`src/rtl/unified_mem_arbiter.sv`:
```
// unified_mem_arbiter: shares one single-port memory between instruction fetch and the MEM stage.
// The data port has priority, but a waiting fetch cannot lose more than MAX_D_STREAK grants in a row.
`default_nettype none

module unified_mem_arbiter #(
  parameter int ADDR_W       = 10,
  parameter int DATA_W       = 32,
  parameter int MAX_D_STREAK = 4
) (
  input  logic              clk,
  input  logic              reset,
  input  logic              if_req,
  input  logic [ADDR_W-1:0] if_addr,
  output logic              if_gnt,
  output logic              if_rvalid,
  output logic [DATA_W-1:0] if_rdata,
  input  logic              d_req,
  input  logic              d_we,
  input  logic [1:0]        d_size,
  input  logic [ADDR_W-1:0] d_addr,
  input  logic [DATA_W-1:0] d_wdata,
  output logic              d_gnt,
  output logic              d_rvalid,
  output logic [DATA_W-1:0] d_rdata,
  output logic              m_req,
  output logic              m_we,
  output logic [1:0]        m_size,
  output logic [ADDR_W-1:0] m_addr,
  output logic [DATA_W-1:0] m_wdata,
  input  logic              m_ready,
  input  logic [DATA_W-1:0] m_rdata,
  output logic              stall_if,
  output logic              stall_mem
);

  localparam int SW = $clog2(MAX_D_STREAK + 1);

  typedef enum logic [1:0] {
    IDLE  = 2'd0,
    I_ACC = 2'd1,
    D_ACC = 2'd2
  } state_t;

  state_t              state_q, state_d;
  logic [SW-1:0]       streak_q, streak_d;
  logic                m_req_q, m_req_d;
  logic                m_we_q, m_we_d;
  logic [1:0]          m_size_q, m_size_d;
  logic [ADDR_W-1:0]   m_addr_q, m_addr_d;
  logic [DATA_W-1:0]   m_wdata_q, m_wdata_d;
  logic                if_rvalid_q, if_rvalid_d;
  logic                d_rvalid_q, d_rvalid_d;
  logic [DATA_W-1:0]   if_rdata_q, if_rdata_d;
  logic [DATA_W-1:0]   d_rdata_q, d_rdata_d;
  logic                if_out_q, if_out_d;
  logic                d_out_q, d_out_d;

  logic in_idle;
  logic streak_max;

  // Gating with reset keeps grants and stalls at 0 while reset is held.
  assign in_idle    = reset & (state_q == IDLE);
  assign streak_max = (streak_q == SW'(MAX_D_STREAK));
  assign if_gnt     = in_idle & if_req & (~d_req | streak_max);
  assign d_gnt      = in_idle & d_req & ~(if_req & streak_max);

  assign stall_if  = reset & ((if_req & ~if_gnt) | (if_out_q & ~if_rvalid_q));
  assign stall_mem = reset & ((d_req & ~d_gnt) | (d_out_q & ~d_rvalid_q));

  assign m_req     = m_req_q;
  assign m_we      = m_we_q;
  assign m_size    = m_size_q;
  assign m_addr    = m_addr_q;
  assign m_wdata   = m_wdata_q;
  assign if_rvalid = if_rvalid_q;
  assign d_rvalid  = d_rvalid_q;
  assign if_rdata  = if_rdata_q;
  assign d_rdata   = d_rdata_q;

  always_comb begin
    state_d     = state_q;
    streak_d    = streak_q;
    m_req_d     = m_req_q;
    m_we_d      = m_we_q;
    m_size_d    = m_size_q;
    m_addr_d    = m_addr_q;
    m_wdata_d   = m_wdata_q;
    if_rvalid_d = 1'b0;
    d_rvalid_d  = 1'b0;
    if_rdata_d  = if_rdata_q;
    d_rdata_d   = d_rdata_q;
    if_out_d    = if_out_q & ~if_rvalid_q;
    d_out_d     = d_out_q & ~d_rvalid_q;

    case (state_q)
      IDLE: begin
        if (if_gnt) begin
          state_d   = I_ACC;
          m_req_d   = 1'b1;
          m_we_d    = 1'b0;
          m_size_d  = 2'b10;
          m_addr_d  = if_addr;
          m_wdata_d = '0;
          if_out_d  = 1'b1;
          streak_d  = '0;
        end else if (d_gnt) begin
          state_d   = D_ACC;
          m_req_d   = 1'b1;
          m_we_d    = d_we;
          m_size_d  = (d_size == 2'b11) ? 2'b10 : d_size;
          m_addr_d  = d_addr;
          m_wdata_d = d_wdata;
          d_out_d   = 1'b1;
          if (!if_req) begin
            streak_d = '0;
          end else if (!streak_max) begin
            streak_d = streak_q + SW'(1);
          end
        end
      end
      I_ACC: begin
        if (m_ready) begin
          state_d     = IDLE;
          m_req_d     = 1'b0;
          m_we_d      = 1'b0;
          if_rvalid_d = 1'b1;
          if_rdata_d  = m_rdata;
        end
      end
      D_ACC: begin
        if (m_ready) begin
          state_d    = IDLE;
          m_req_d    = 1'b0;
          m_we_d     = 1'b0;
          d_rvalid_d = 1'b1;
          if (!m_we_q) begin
            d_rdata_d = m_rdata;
          end
        end
      end
      default: state_d = IDLE;
    endcase
  end

  always_ff @(posedge clk or negedge reset) begin
    if (!reset) begin
      state_q     <= IDLE;
      streak_q    <= '0;
      m_req_q     <= 1'b0;
      m_we_q      <= 1'b0;
      m_size_q    <= 2'b00;
      m_addr_q    <= '0;
      m_wdata_q   <= '0;
      if_rvalid_q <= 1'b0;
      d_rvalid_q  <= 1'b0;
      if_rdata_q  <= '0;
      d_rdata_q   <= '0;
      if_out_q    <= 1'b0;
      d_out_q     <= 1'b0;
    end else begin
      state_q     <= state_d;
      streak_q    <= streak_d;
      m_req_q     <= m_req_d;
      m_we_q      <= m_we_d;
      m_size_q    <= m_size_d;
      m_addr_q    <= m_addr_d;
      m_wdata_q   <= m_wdata_d;
      if_rvalid_q <= if_rvalid_d;
      d_rvalid_q  <= d_rvalid_d;
      if_rdata_q  <= if_rdata_d;
      d_rdata_q   <= d_rdata_d;
      if_out_q    <= if_out_d;
      d_out_q     <= d_out_d;
    end
  end

endmodule

`default_nettype wire

```
`config.mk`:
```
export PLATFORM = sky130hd
export DESIGN_NAME = unified_mem_arbiter
export DESIGN_NICKNAME = d
export VERILOG_FILES = /design/src/rtl/unified_mem_arbiter.sv
export SDC_FILE = /design/constraint.sdc
export NUM_CORES = 1
export LEC_CHECK = 0
export CORE_MARGIN = 8
export CORE_UTILIZATION = 42
export CTS_CLUSTER_SIZE = 20
export DETAILED_ROUTE_END_ITERATION = 8
export GPL_ROUTABILITY_DRIVEN = 0
export PLACE_DENSITY = 0.81
export SETUP_SLACK_MARGIN = 0.05
export SYNTH_ARGS = -nofsm -noshare
export SYNTH_HDL_FRONTEND = slang
export SYNTH_SLANG_ARGS = --single-unit
```
`constraint.sdc`:
```
create_clock -name clk -period 1.9 [get_ports clk]
set_input_delay 0.38 -clock clk [delete_from_list [all_inputs] [get_ports clk]]
set_output_delay 0.38 -clock clk [all_outputs]
set_load 0.03 [all_outputs]
```
Word level (Yosys, flattened, before mapping)
Cells that the tools add are included.

Word-level logic and storage cells: 83. Flip-flop bits (word level): 119. Bits of input ports: 92.

Bitwise gates (word level): 22. $add $sub $neg: 1. Equal/unequal tests: 7. Mux-type cells: 30. Reduce and logical (&&, ||, !) cells: 10.

Operators by type and width (count): two-way mux 32 bit (2); two-way mux 10 bit (2); two-way mux 1 bit (13); bitwise AND 1 bit (12); two-way mux 2 bit (6); two-way mux 3 bit (4); AND reduction 3 bit (3); inverter 1 bit (7); != test 3 bit, second input constant (2); AND reduction 2 bit (3); == test 2 bit, second input constant (2); one-hot mux 1 bit (2 select lines) (2); one-hot mux 2 bit (2 select lines) (1); nonzero test 2 bit (2); adder 3 x 1 -> 3 bit, second input constant (1); == test 3 bit, second input constant (1); bitwise OR 1 bit (3); == test 2 x 1 -> 1 bit, second input constant (1); logical NOT 2 bit (1); != test 2 x 1 -> 1 bit, second input constant (1); OR reduction 2 bit (1).

Longest topological paths before layout
Word-level depth: 8. Depth in mapped cells: 9. Gate-level depth less buffers: 7.

Worst setup path before layout
Ideal clock, no wire load.

Path kind: register to output. Start point: reg state_q[0]. End point: out stall_mem. Arrival time: 1.851 ns. Stages on the path, launching flop included: 8. Required time: 1.520 ns. Setup slack: -0.331 ns. Path buffers: 1. Cells stage by stage: dfrtp_1 -> inv_1 -> ha_1 -> buf_6 -> nand3_1 -> a31oi_4 -> or2b_1 -> a21boi_0.

Longest elaborated chain between the ends: 8.

Ends and longest elaborated chain: start, declared (line 44) `state_t state_q, state_d;`; start signal, assigned (line 161) `state_q <= state_d;`; logical NOT 2 bit (line 62) `assign in_idle = reset & (state_q == IDLE);`; bitwise AND 1 bit (line 62); bitwise AND 1 bit (2 in series) (line 65) `assign d_gnt = in_idle & d_req & ~(if_req & streak_max);`; inverter 1 bit (line 68) `assign stall_mem = reset & ((d_req & ~d_gnt) | (d_out_q & ~d_rvalid_q));`; bitwise AND 1 bit (line 68); bitwise OR 1 bit (line 68); bitwise AND 1 bit (line 68); end, declared (line 33) `output logic stall_mem`.

No other way between the ends.

Worst setup path after layout
Same ends and word-level chain as after synthesis.

==> out/qor.yml <==
cts:
  path_clk_slew_ps: 60
  cts_tree: "yes"
  root_buffer: "clkbuf_8"
  clockBufferDepth: 2
  htree_num_levels: 4
  cts-buffers-inserted: 17
  cts.sinks: 119
  clkLatencyLatePin_ps: 500
final_layout:
  fill_cells: 782
  syn_to_final_growth_pct: 65.4
  antenna_cells_inserted: 0
  nets: 647
  drive_above_1_share_pct: 26.3
yosys:
  synth.most_common_cell: "dfrtp_1"
  post-synth-top-area-cell: "dfrtp_1"
  synth-edff-count: 0
  syn_inst: 308
  synth_commonest_cells: "119 x dfrtp_1, 64 x mux2_2, 33 x a22o_1"
  synth_top_area_share_pct: 64.6
  synth_nets: 405
  ys.flop_type: "dfrtp_1"
  ys_ff_latch: 119
  synth.distinct_cells: 32
  yosys-top-cells-area: "dfrtp_1 65%, mux2_2 16%, a22o_1 6.3%"
  yosys_warnings: 0
  synth_area_mm2: 0.00461
  yosysSeqAreaShare_pct: 64.6
  synth_async_sr_flop_share_pct: 100
  avgSynthCellArea_um2: 15.0
timing:
  hold_viol_final: 0
  slew_viol_final: 0
  post-route-period-util_pct: 114
  setup_ws_ps: -273
  fmax_ghz: 0.460
  relSlewSlack_pct: 52.5
  rsz0062_at_grt: "yes"
  fin_crit_ps: 2170
  fin_worst_skew_ps: 6.82
  tightest_slew_ps: 712
  setup_viol: 4
worst_setup_path:
  cpMaxStageDelayCell: "dfrtp_1"
  crit_buf_inv: 2
  reg2reg_from: "state_q[1]"
  cp_max_fo: 3
  end_kind: "primary output"
  worstPathRequired_ps: 1520
  reg2reg_to: "d_rdata[5]"
  critPathTopFamily: "flip-flops"
  path_cells: "inv_2 -> ha_4 -> nand3_4 -> a31oi_4 -> or2b_1 -> a21boi_2 -> buf_6"
  worst_setup_path_start_kind: "register"
  critPathMaxStageDelay_ps: 380
  ff2ff_setup_slack_ps: 140
  arrival_ps: 1790
  worstSetupPathType: "register to primary output"
  worstRegToRegCells: 7
status:
  status: "finished with violations"
  failed_checks: "setup timing"
floorplanning:
  rows: 38
  initial_core_util_pct: 42.7
  die_h_um: 121
  core_mm2: 0.0108
  die-area_mm2: 0.0146
  die_w_um: 121
  io_pins: 208
placed_design:
  post-dp-hpwl_um: 10000
  portBuffers: 207
  place_ws_ps: -131
power:
  p_total_mw: 14.5
  clkPwrFrac_pct: 23.1
  p_int_mw: 8.73
  p_sw_share_pct: 39.8
  p_comb_share_pct: 46.8
  ir_worst_vdd_mv: 0.938
  p_leak_nw: 3.73
  p_sw_mw: 5.78
  seqPwrFrac_pct: 30.1
  p_per_area_mw_per_mm2: 1900
global_routing:
  grtUsageTotal_pct: 18.6
  grt-ovfl-total: 0
  grt_max_degree: 58
  antenna_found_initial: 0
  grt_pass1_wl_um: 21300
  top_usage_layer: "met2"
  use_met1_pct: 20.4
  grtUsageMet2_pct: 32.1
  grt.met3_usage_pct: 7.83
  grt_pass1_vias: 3955
drt:
  wl_per_cell_um: 19.3
  ant_nets: 0
  drt_first_iter_violations: 220
  via_count: 3519
  first_pass_iters: 4
  viasPerCell: 5.01
  drt_wl_total_um: 13500
  drc: 0
min_path:
  hold_class: "input pin to async pin"
flow_run:
  maxCapViolations: 0
==> state kept, by name, indices dropped and copies added, names as in the netlist, 2 cells and up <==
name,cells
m_addr,10
d_rdata,32
streak_q,3
m_wdata,32
state_q,2
m_size,2
if_rdata,32
==> per-stage QoR <==
step                      area, µm²  TNS [ps]  util [%]  cells  hold WS (ps)
final                          7620      -962      70.6    703          3.75
after detailed placement       6980     -3450      64.7    660           226
after floorplan                4610      -111         -    308          84.4
after CTS                      7570      -905      70.1    699          -309
after global routing           7620     -1380      70.6    703          10.8
after global placement         6980     -1900      64.7    660           225
==> layout make-up <==
class	instances	area, µm²	area share (%)
Sequential cell	119	2980	39.1
Timing Repair Buffer	240	2260	29.7
Inverter	16	62.6	0.821
Multi-Input combinational cell	156	1510	19.8
Tap cell	140	175	2.30
Clock inverter	12	201	2.64
Clock buffer	20	425	5.58
==> power groups by stage <==
stage          sequential (mW)  clock (mW)  combinational [mW]
5_1_grt                   4.51        3.57                7.16
3_3_place_gp              4.36           0                7.27
2_1_floorplan             6.68           0                1.78
4_1_cts                   4.37        3.42                6.81
6_report                  4.37        3.36                6.78
3_5_place_dp              4.44           0                7.41
==> layer usage <==
metal  vias to the layer above  part of all wire [%]
met3                        13                   8.6
met1                      1769                    39
met2                       135                    51
met4                         0                   1.3
met5                         -                     0
li1                       1602                     -
==> cell usage in the layout, fill, tap and decap left out, types with 2 or more instances in the layout <==
cell type        instances
buf_6                    2
inv_1                   11
buf_12                   7
clkinv_4                 3
dfrtp_1                119
nand2b_1                 3
nand2_1                  9
a21boi_2                 2
ha_4                     2
a222oi_1                 8
nor2_1                   3
clkinvlp_4               2
buf_4                   28
nand2_2                  3
clkbuf_1                 3
clkbuf_16               16
o21ai_1                  3
inv_2                    4
clkinv_2                 2
mux2_2                  64
a22o_1                  33
ha_1                     3
a21oi_1                  2
clkdlybuf4s50_1         90
bufinv_16                5
o21ai_0                  3
mux2i_1                  3
dlygate4sd2_1          112
==> logic make-up (layout without fill, tap and decap cells) <==
group / Yosys count / after routing / synth area share, %
AO/OA/AOI/OAI: 60 / 60 / 11.3
adder cells (fa/ha/maj): 5 / 5 / 1.36
buffers and inverters: 33 / 288 / 3.88
flip-flops: 119 / 119 / 64.6
multiplexers: 67 / 67 / 16.3
AND/OR/NAND/NOR: 24 / 24 / 2.50
==> worst max path at each step <==
stage / start / to / slack (ps) / depth (start not counted)
after floorplan: state_q[0] / stall_mem / -110 / 7
after global placement: d_req / stall_mem / -120 / 6
after detailed placement: if_req / stall_if / -130 / 6
after CTS: streak_q[1] / stall_mem / -260 / 6
after global routing: state_q[0] / stall_mem / -390 / 7
final: state_q[0] / stall_mem / -270 / 7
==> timing repair <==
action	in CTS	in global routing
pin swaps	6	2
endpoints found under the hold margin	4	4
buffers inserted	7	3
setup endpoints to repair	116	4
gates resized for setup	124	6
No activity file was read; power rests on OpenSTA's default activity.
==> RTL edit: new RTL, config.mk and constraints unchanged <==
Set the parameter `DATA_W` to 48 (it was 32).
--- a/src/rtl/unified_mem_arbiter.sv
+++ b/src/rtl/unified_mem_arbiter.sv
@@ -5,5 +5,5 @@
 module unified_mem_arbiter #(
   parameter int ADDR_W       = 10,
-  parameter int DATA_W       = 32,
+  parameter int DATA_W       = 48,
   parameter int MAX_D_STREAK = 4
 ) (
Interface: changed (5 resized); port bits go from 208 to 288. The function was not compared with the original's and may differ.
==> RTL edit against the unedited design <==
- the run still ends with setup timing left
- maximum frequency up 6.9%
- synthesized area up 39%
- worst setup slack better by 0.14 ns
- cell area up 35%
- sequential power up 42%
- sequential cell count up 48
- routed wire length up 44%
- power up 33%
- highest routed layer unchanged
==> RTL edit: results (changes against the unedited design) <==
clk_skew 0.00650 ns (-0.000311 ns); nets 850 (+31%); placed instance count 878 (+33%); final setup violation count 4 (unchanged); Leakage Power 5.58 nW (+50%); r2r startpoint state_q[0]; DR WL/cell 21.2 um (+10%); worst setup path end stall_if; layout cells sized above 1 23.8% (-2.5 points); Critical Path Source if_req; R2R Setup Slk 0.11 ns (-0.03 ns); DRT Pass-1 Iters 4 (unchanged); CP max FO 5 (+2); most frequent cells after synthesis dfrtp_1, mux2_2, a22o_1, inv_1, buf_2; Final Instance Count excl. Fillers 919 (+31%); slowest stage delay, CP 0.67 ns (+0.29 ns); Num CTS Buffers 17 (unchanged); Slew HR 45.8% (-6.7 points); first-pass GRT wire length 30.0 mm (+41%); Reg2Reg Capture Point m_wdata[21]; count of final hold-check violations 0 (unchanged); Tot GR Track Use 19.8% (+1.1 points); Arr. time, crit path 1.65 ns (-0.14 ns); worst vdd ir 1150 uV (+23%); Net Count, Synth 541 (+34%); outcome complete, but fails checks; violated checks setup timing; Seq/Total Area, Yosys 65.4% (+0.77 points); post-route setup slack -0.133 ns (+0.140 ns); asr flop ratio synth 100% (unchanged); routed via count 4,683 (+33%); 1st-iter DRT viols 246 (+12%); initial antenna violation count 0 (unchanged); root buf cell clkbuf_16; delay-heaviest family, CP buffers and inverters; Skew-Pair Late Insertion Delay 0.42 ns (-0.08 ns); # H-tree levels 4 (unchanged); Slowest cell on crit path clkdlybuf4s50_1; synth top area cells dfrtp_1, mux2_2, a22o_1, buf_6, a222oi_1; dpl hpwl 13.9 mm (+38%); IO Port Bufs 287 (+39%); average size of a mapped cell 15.5 um^2 (+3.7%); setup_tns -0.392 ns (+0.570 ns); R2R cell count 9 (+2); largest net degree at the start of global routing 157 (+170%); vias in the first global route 5,248 (+33%)
RTL edit: stage by stage:
| step | power [mW] | util [%] | hold slack (ns) | setup WS, ns | instance area (um^2) |
|---|---|---|---|---|---|
| floorplan | 12.0 | - | 0.0844 | 0.0584 | 6390 |
| global placement | 16.5 | 63.4 | 0.215 | -0.0434 | 9530 |
| detailed placement | 16.7 | 63.4 | 0.215 | -0.104 | 9530 |
| CTS | 19.6 | 67.3 | 0.217 | -0.139 | 10100 |
| global route | 20.3 | 68.6 | 0.251 | -0.191 | 10300 |
| finish | 19.4 | 68.6 | 0.193 | -0.133 | 10300 |
RTL edit: cell type report:
class / count / area [um^2]
clock buffers: 20 / 447
clock inverters: 9 / 105
fillers: 1045 / 4720
inverters: 18 / 72.6
multi-input cells: 202 / 2010
flip-flops and latches: 167 / 4180
well taps: 188 / 235
repair buffers: 315 / 3260
RTL edit: worst min path at each step:
stage               startpoint           to  slack [ns]  cells after the start
global placement         reset  streak_q[2]        0.21                      1
finish                   reset  m_wdata[14]        0.19                      2
floorplan                reset      d_out_q        0.08                      0
detailed placement       reset  streak_q[2]        0.22                      1
global route             reset  m_wdata[14]        0.25                      2
CTS                      reset  m_wdata[16]        0.22                      2
RTL edit: logic make-up after synthesis:
kind of cell,Yosys count,share of synthesized area [%]
adders and majority gates,5,0.979
AOI/OAI and AO/OA,76,10.1
muxes,98,17.5
buffers and inverters,43,4.19
and+or+nand+nor,23,1.76
DFF,167,65.4
RTL edit: routing by layer:
layer	global-route usage, %	wire [um]	vias to the layer above
li1	-	-	2117
met1	21.3	7110	2325
met2	34.3	10200	218
met3	8.65	1830	23
met4	6.24	422	0
met5	0	0	-
RTL edit: what timing repair did:
action                                  CTS  global route
pin swaps                                 5             2
gates resized for setup                  97            72
hold buffers                              1             0
endpoints found under the setup margin   88            70
buffers inserted                          9             2
endpoints found under the hold margin    11             0
RTL edit: report_power, final:
group          switching, mW  internal, mW
Clock                   1.31          1.94
Combinational           5.74          4.17
Sequential             0.911          5.29
Total                   7.95          11.4
